`config.mk`:
```
export PLATFORM = sky130hd
export DESIGN_NAME = fpu_realt_stim_gen
export DESIGN_NICKNAME = d
export VERILOG_FILES = /design/src/rtl/fpu_realt_stim_gen.sv
export SDC_FILE = /design/constraint.sdc
export NUM_CORES = 1
export LEC_CHECK = 0
export CORE_AREA = 2 2 95 106
export CTS_BUF_LIST = sky130_fd_sc_hd__clkbuf_8 sky130_fd_sc_hd__clkbuf_16
export DETAILED_ROUTE_END_ITERATION = 16
export DIE_AREA = 0 0 97 108
export GPL_TIMING_DRIVEN = 0
export HOLD_SLACK_MARGIN = 0.1
export PLACE_DENSITY_LB_ADDON = 0.1
export SLEW_MARGIN = 20
export SYNTH_ARGS = -nofsm -noshare
export SYNTH_HDL_FRONTEND = slang
export SYNTH_SLANG_ARGS = --single-unit
export TNS_END_PERCENT = 50
```
`constraint.sdc`:
```
create_clock -name clk -period 3.3 [get_ports clk]
set_input_delay 0.66 -clock clk [delete_from_list [all_inputs] [get_ports clk]]
set_output_delay 0.66 -clock clk [all_outputs]
set_load 0.005 [all_outputs]
```
`src/rtl/fpu_realt_stim_gen.sv`:
```
// Operand-vector stimulus generator for the FPU regression bench.
// A 32-bit Galois LFSR feeds N_ARG sanitized real_t operands per vector,
// presented over valid/ready; every eighth vector carries a signed zero in
// slot 0 so both datapaths see the zero corner regularly.

package fpu_pack;
  typedef struct packed {
    logic        sign;
    logic [7:0]  expn;
    logic [22:0] frac;
  } real_t;
endpackage

module fpu_realt_stim_gen
  import fpu_pack::*;
#(
  parameter int          N_ARG = 2,
  parameter int          N_VEC = 256,
  parameter logic [31:0] SEED  = 32'hACE1_2345
) (
  input  logic                    clk,
  input  logic                    rst_n,
  input  logic                    i_start,
  input  logic                    i_ready,
  output logic                    o_valid,
  output real_t [N_ARG-1:0]       o_arg,
  output logic [15:0]             o_idx,
  output logic                    o_busy,
  output logic                    o_done
);

  localparam logic [1:0] S_IDLE = 2'd0;
  localparam logic [1:0] S_GEN  = 2'd1;
  localparam logic [1:0] S_SEND = 2'd2;
  localparam logic [1:0] S_DONE = 2'd3;

  // An all-zero seed would lock the LFSR, so it is replaced by 1.
  localparam logic [31:0] SEED_EFF = (SEED == 32'h0) ? 32'h1 : SEED;
  localparam logic [2:0]  K_LAST   = 3'(N_ARG - 1);
  localparam logic [15:0] IDX_LAST = 16'(N_VEC - 1);

  logic [1:0]        state_q, state_d;
  logic [31:0]       lfsr_q, lfsr_d;
  logic [31:0]       lfsr_nxt;
  logic [2:0]        k_q, k_d;
  logic [15:0]       idx_q, idx_d;
  real_t [N_ARG-1:0] arg_q, arg_d;
  logic              valid_q, valid_d;
  logic              busy_q, busy_d;
  logic              done_q, done_d;
  real_t             slot;

  // Right-shifting Galois step with taps 32'hA300_0000 (maximal length).
  function automatic logic [31:0] lfsr_step(input logic [31:0] s);
    logic [31:0] r;
    r = s >> 1;
    if (s[0]) r = r ^ 32'hA300_0000;
    return r;
  endfunction

  // Force a raw word to a finite, normal-or-zero value: Inf/NaN exponents
  // are pulled down to the largest finite one, denormals flush to zero.
  function automatic real_t sanitize(input logic [31:0] w);
    real_t r;
    r = real_t'(w);
    if (r.expn == 8'hFF) r.expn = 8'hFE;
    if (r.expn == 8'h00) r.frac = 23'h0;
    return r;
  endfunction

  // Zero magnitude with the sign kept, for the periodic signed-zero corner.
  function automatic real_t signed_zero(input real_t v);
    real_t r;
    r      = '0;
    r.sign = v.sign;
    return r;
  endfunction

  assign lfsr_nxt = lfsr_step(lfsr_q);

  // Operand for the current GEN slot, with the corner override in slot 0.
  always_comb begin
    slot = sanitize(lfsr_nxt);
    if (k_q == 3'd0 && idx_q[2:0] == 3'b111) slot = signed_zero(slot);
  end

  // Next-state logic for the FSM, LFSR, counters and output registers.
  always_comb begin
    state_d = state_q;
    lfsr_d  = lfsr_q;
    k_d     = k_q;
    idx_d   = idx_q;
    arg_d   = arg_q;
    valid_d = valid_q;
    busy_d  = busy_q;
    done_d  = done_q;
    case (state_q)
      S_IDLE, S_DONE: begin
        if (i_start) begin
          lfsr_d  = SEED_EFF;
          k_d     = 3'd0;
          idx_d   = 16'd0;
          busy_d  = 1'b1;
          done_d  = 1'b0;
          state_d = S_GEN;
        end
      end
      S_GEN: begin
        lfsr_d = lfsr_nxt;
        for (int j = 0; j < N_ARG; j++) begin
          if (k_q == 3'(j)) arg_d[j] = slot;
        end
        if (k_q == K_LAST) begin
          k_d     = 3'd0;
          valid_d = 1'b1;
          state_d = S_SEND;
        end else begin
          k_d = k_q + 3'd1;
        end
      end
      S_SEND: begin
        if (i_ready) begin
          valid_d = 1'b0;
          if (idx_q == IDX_LAST) begin
            busy_d  = 1'b0;
            done_d  = 1'b1;
            state_d = S_DONE;
          end else begin
            idx_d   = idx_q + 16'd1;
            state_d = S_GEN;
          end
        end
      end
      default: state_d = S_IDLE;
    endcase
  end

  // State registers; reset drops any vector in flight and clears outputs.
  always_ff @(posedge clk) begin
    if (!rst_n) begin
      state_q <= S_IDLE;
      lfsr_q  <= SEED_EFF;
      k_q     <= 3'd0;
      idx_q   <= 16'd0;
      arg_q   <= '0;
      valid_q <= 1'b0;
      busy_q  <= 1'b0;
      done_q  <= 1'b0;
    end else begin
      state_q <= state_d;
      lfsr_q  <= lfsr_d;
      k_q     <= k_d;
      idx_q   <= idx_d;
      arg_q   <= arg_d;
      valid_q <= valid_d;
      busy_q  <= busy_d;
      done_q  <= done_d;
    end
  end

  assign o_valid = valid_q;
  assign o_arg   = arg_q;
  assign o_idx   = idx_q;
  assign o_busy  = busy_q;
  assign o_done  = done_q;

endmodule

```
==> summary.txt <==
Hold path
  • Hold Path End: o_arg[29]
  • Worst Hold Class: reg2reg
  • HP Start: o_arg[29]
  • Hold Path Depth: 2

Finish
  • Layout cell share with drive strength beyond 1: 6.68%
  • Area grow syn2layout: 29.9%
  • Commonest cells after routing, fill and taps aside: nand2_1, dfxtp_1, clkdlybuf4s50_1
  • Post-Layout Cell Count: 836
  • Util after Layout: between 70% and 80%
  • Nets: a little over 700
  • N_diodes: 0
  • Fill count: 714
  • Commonest non-fill, non-tap cell in the layout: nand2_1
  • Fin area: about 6800 um^2

Route
  • Remaining DRCs: 0
  • Vias per cell: between 5 and 6
  • Initial DRC count: about 250
  • Final ANT Viol Nets: 0
  • First drt pass iteration count: 5
  • Via count: about 4,700
  • Wire per inst: between 15 and 20 um
  • Total wire length: about 13 mm

Synth
  • Seq/Total Area, Yosys: 45.9%
  • Asr flop ratio synth: 0%
  • Synth top area share: between 40% and 50%
  • Area leader, netlist: dfxtp_1
  • Syn nets: between 600 and 700
  • Synth Area per Inst: a little under 9 um^2
  • Ys Warns: 0
  • Number of synthesized flops with an enable pin: 0
  • Netlist cell types: 50
  • Post-Synthesis Cells: approximately 600
  • Synth top area cells: dfxtp_1, nand2_1, o31ai_1
  • Cell Area, Synth: about 5200 um^2
  • Post-synth top flop: dfxtp_1
  • FF+latch count, synth: 120

Placed design
  • HPWL after DPL: between 9 and 10 mm
  • DP Worst Slack: slightly below 700 ps
  • Port bufs: between 80 and 90
  • Gp weighted congestion: between 0.8 and 0.9
  • Placed cell count: between 800 and 900
  • Placement Cell Area: roughly 6200 um^2

Clocking
  • Clock Pin Slew Worst Setup and Hold Paths: ~60 ps
  • CTS Hold Bufs: 0
  • Clk sink count: between 100 and 150
  • CTS tree: yes
  • H-tree levels: 4
  • Total CTS buffers: 17
  • Setup Buffers After CTS: 0
  • Root Driver: clkbuf_8
  • Resized cells post-CTS: 0
  • Worst-Skew Late Latency: between 500 and 600 ps
  • Longest Clk Path Bufs: 2

STA
  • Slew margin rel.: between 40% and 50%
  • Setup tns final: 0 ps
  • Final setup vio count: 0
  • Fin. Hold Viols: 0
  • Final hold slack: approximately 450 ps
  • Min Tclk post-route: around 2400 ps
  • Clock skew: 8.82 ps
  • Period utilization: 72.5%
  • Final Max Tran Viols: 0
  • Worst-Margin Slew: 762 ps
  • RSZ-0062 raised after global routing: no
  • Final Worst Setup Slack: 907 ps
  • Max Fclk: between 400 and 500 MHz

Power
  • Power per cell area: 762 nW/um^2
  • Total power: 5.19 mW
  • Worst IR Drop VDD: about 400 uV
  • P_leak: 2.45 nW

Global route
  • Global-route wire length before repair: 21.9 mm
  • Initial antenna violation count: 0
  • Met2 Resource Use GR: 44.9%
  • Gr ovfl total: 0
  • Largest net degree at the start of global routing: 17
  • Total GRT Usage: roughly a quarter
  • M1 GR Usage: 30.6%
  • Vias in the first global route: ~4,700
  • Met3 usage: roughly 5.8%
  • GRT Max-Usage Layer: met2

Floorplanning
  • Core Rows: 37
  • Full die area: ~10,000 um^2
  • Starting density of the core: 56.3%
  • Die span in x: about 97 um
  • Die Ht: around 110 um
  • Core Area: 9310 um^2
  • Boundary Pins: 87

Worst setup path
  • Worst setup EP type: flop
  • Critical path required time: 3690 ps
  • Max stage delay on crit path: 580 ps
  • Crit. Startpoint: state_q[1]
  • Critical path type: reg2reg
  • Crit path DAT: between 2000 and 3000 ps
  • Reg2Reg Depth: 8
  • Cell mode on critical path: inv_1
  • Crit-path slowest cell: nor2_1
  • Max FO, Critical Path: 10
  • RR Startpoint: state_q[1]
  • R2R Setup Slk: just over 900 ps
  • Worst setup SP type: flop
  • FF-to-FF End: lfsr_q[29]
  • Worst path cell trace: inv_1, ha_1, clkbuf_1, inv_1, nor2_1, buf_2, a2bb2oi_1, nand2b_1

Run status
  • Status: complete, no violations

Flow run
  • # Max-Cap Violations: 0
## metal layers
layer	vias up	wire length (um)
met2	115	6640
met4	0	289
li1	2314	-
met1	2239	5750
met3	29	528
met5	-	0
## worst max path at each step
stage | endpoint | slack (ps) | cells after the start
after floorplan | o_arg[23] | 1340 | 9
after global placement | o_idx[5] | 690 | 7
after detailed placement | o_idx[13] | 680 | 7
after CTS | lfsr_q[29] | 980 | 8
after global routing | k_q[1] | 670 | 8
final | lfsr_q[29] | 910 | 8
## flip-flops by register name (all words and copies together) (netlist names)
signal and cells:
o_arg 64, lfsr_q 32, o_idx 16, k_q 3, state_q 2, o_busy 1, o_done 1, o_valid 1
## critical path: cells and delay by family (launching register included)
kind / cells / cell delay (ps)
fa+ha+maj: 1 / 140
compound gates: 1 / 100
simple gates: 2 / 720
flops: 1 / 330
buf+inv: 4 / 980
## synthesized netlist by cell type (2+ instances only)
| library cell | count |
|---|---|
| nand3_1 | 13 |
| inv_1 | 6 |
| and4_1 | 2 |
| a211oi_1 | 6 |
| nor3_1 | 2 |
| clkbuf_1 | 32 |
| nand3b_1 | 3 |
| buf_2 | 7 |
| a22oi_1 | 16 |
| or4_1 | 4 |
| nand2b_1 | 14 |
| nor2b_1 | 20 |
| nand2_1 | 134 |
| a21boi_1 | 13 |
| a21oi_1 | 8 |
| o22ai_1 | 13 |
| and2_1 | 52 |
| buf_1 | 2 |
| nor2_1 | 7 |
| nand4_1 | 5 |
| xnor2_1 | 3 |
| ha_1 | 5 |
| o31ai_1 | 51 |
| buf_6 | 7 |
| or4b_1 | 2 |
| o21ai_0 | 6 |
| o21a_1 | 2 |
| a21boi_0 | 5 |
| nor4_1 | 7 |
| mux2i_1 | 14 |
| dfxtp_1 | 120 |
| and3_1 | 2 |
## cell type report
class	instances	area [um^2]	area share, %
Tap cell	117	146	2.15
Clock inverter	14	134	1.97
Timing Repair Buffer	86	861	12.6
Sequential cell	120	2400	35.3
Multi-Input combinational cell	427	2570	37.8
Buffer	48	241	3.55
Inverter	6	22.5	0.331
Clock buffer	18	428	6.29
## cells by family after synthesis
group	Yosys count	synth area share (%)
multiplexers	14	2.67
AND/OR/NAND/NOR	275	26.7
flip-flops	120	45.9
AO/OA/AOI/OAI	130	18.0
buffers and inverters	54	5.04
XOR/XNOR	3	0.502
adder cells (fa/ha/maj)	5	1.19
## power by group
part	total, mW	switching (mW)	leakage (nW)	internal [mW]
Clock	1.74	0.661	0.283	1.08
Sequential	1.85	0.168	0.974	1.68
Combinational	1.59	0.911	1.20	0.680
Note: power is estimated with default switching activity, not from simulation.
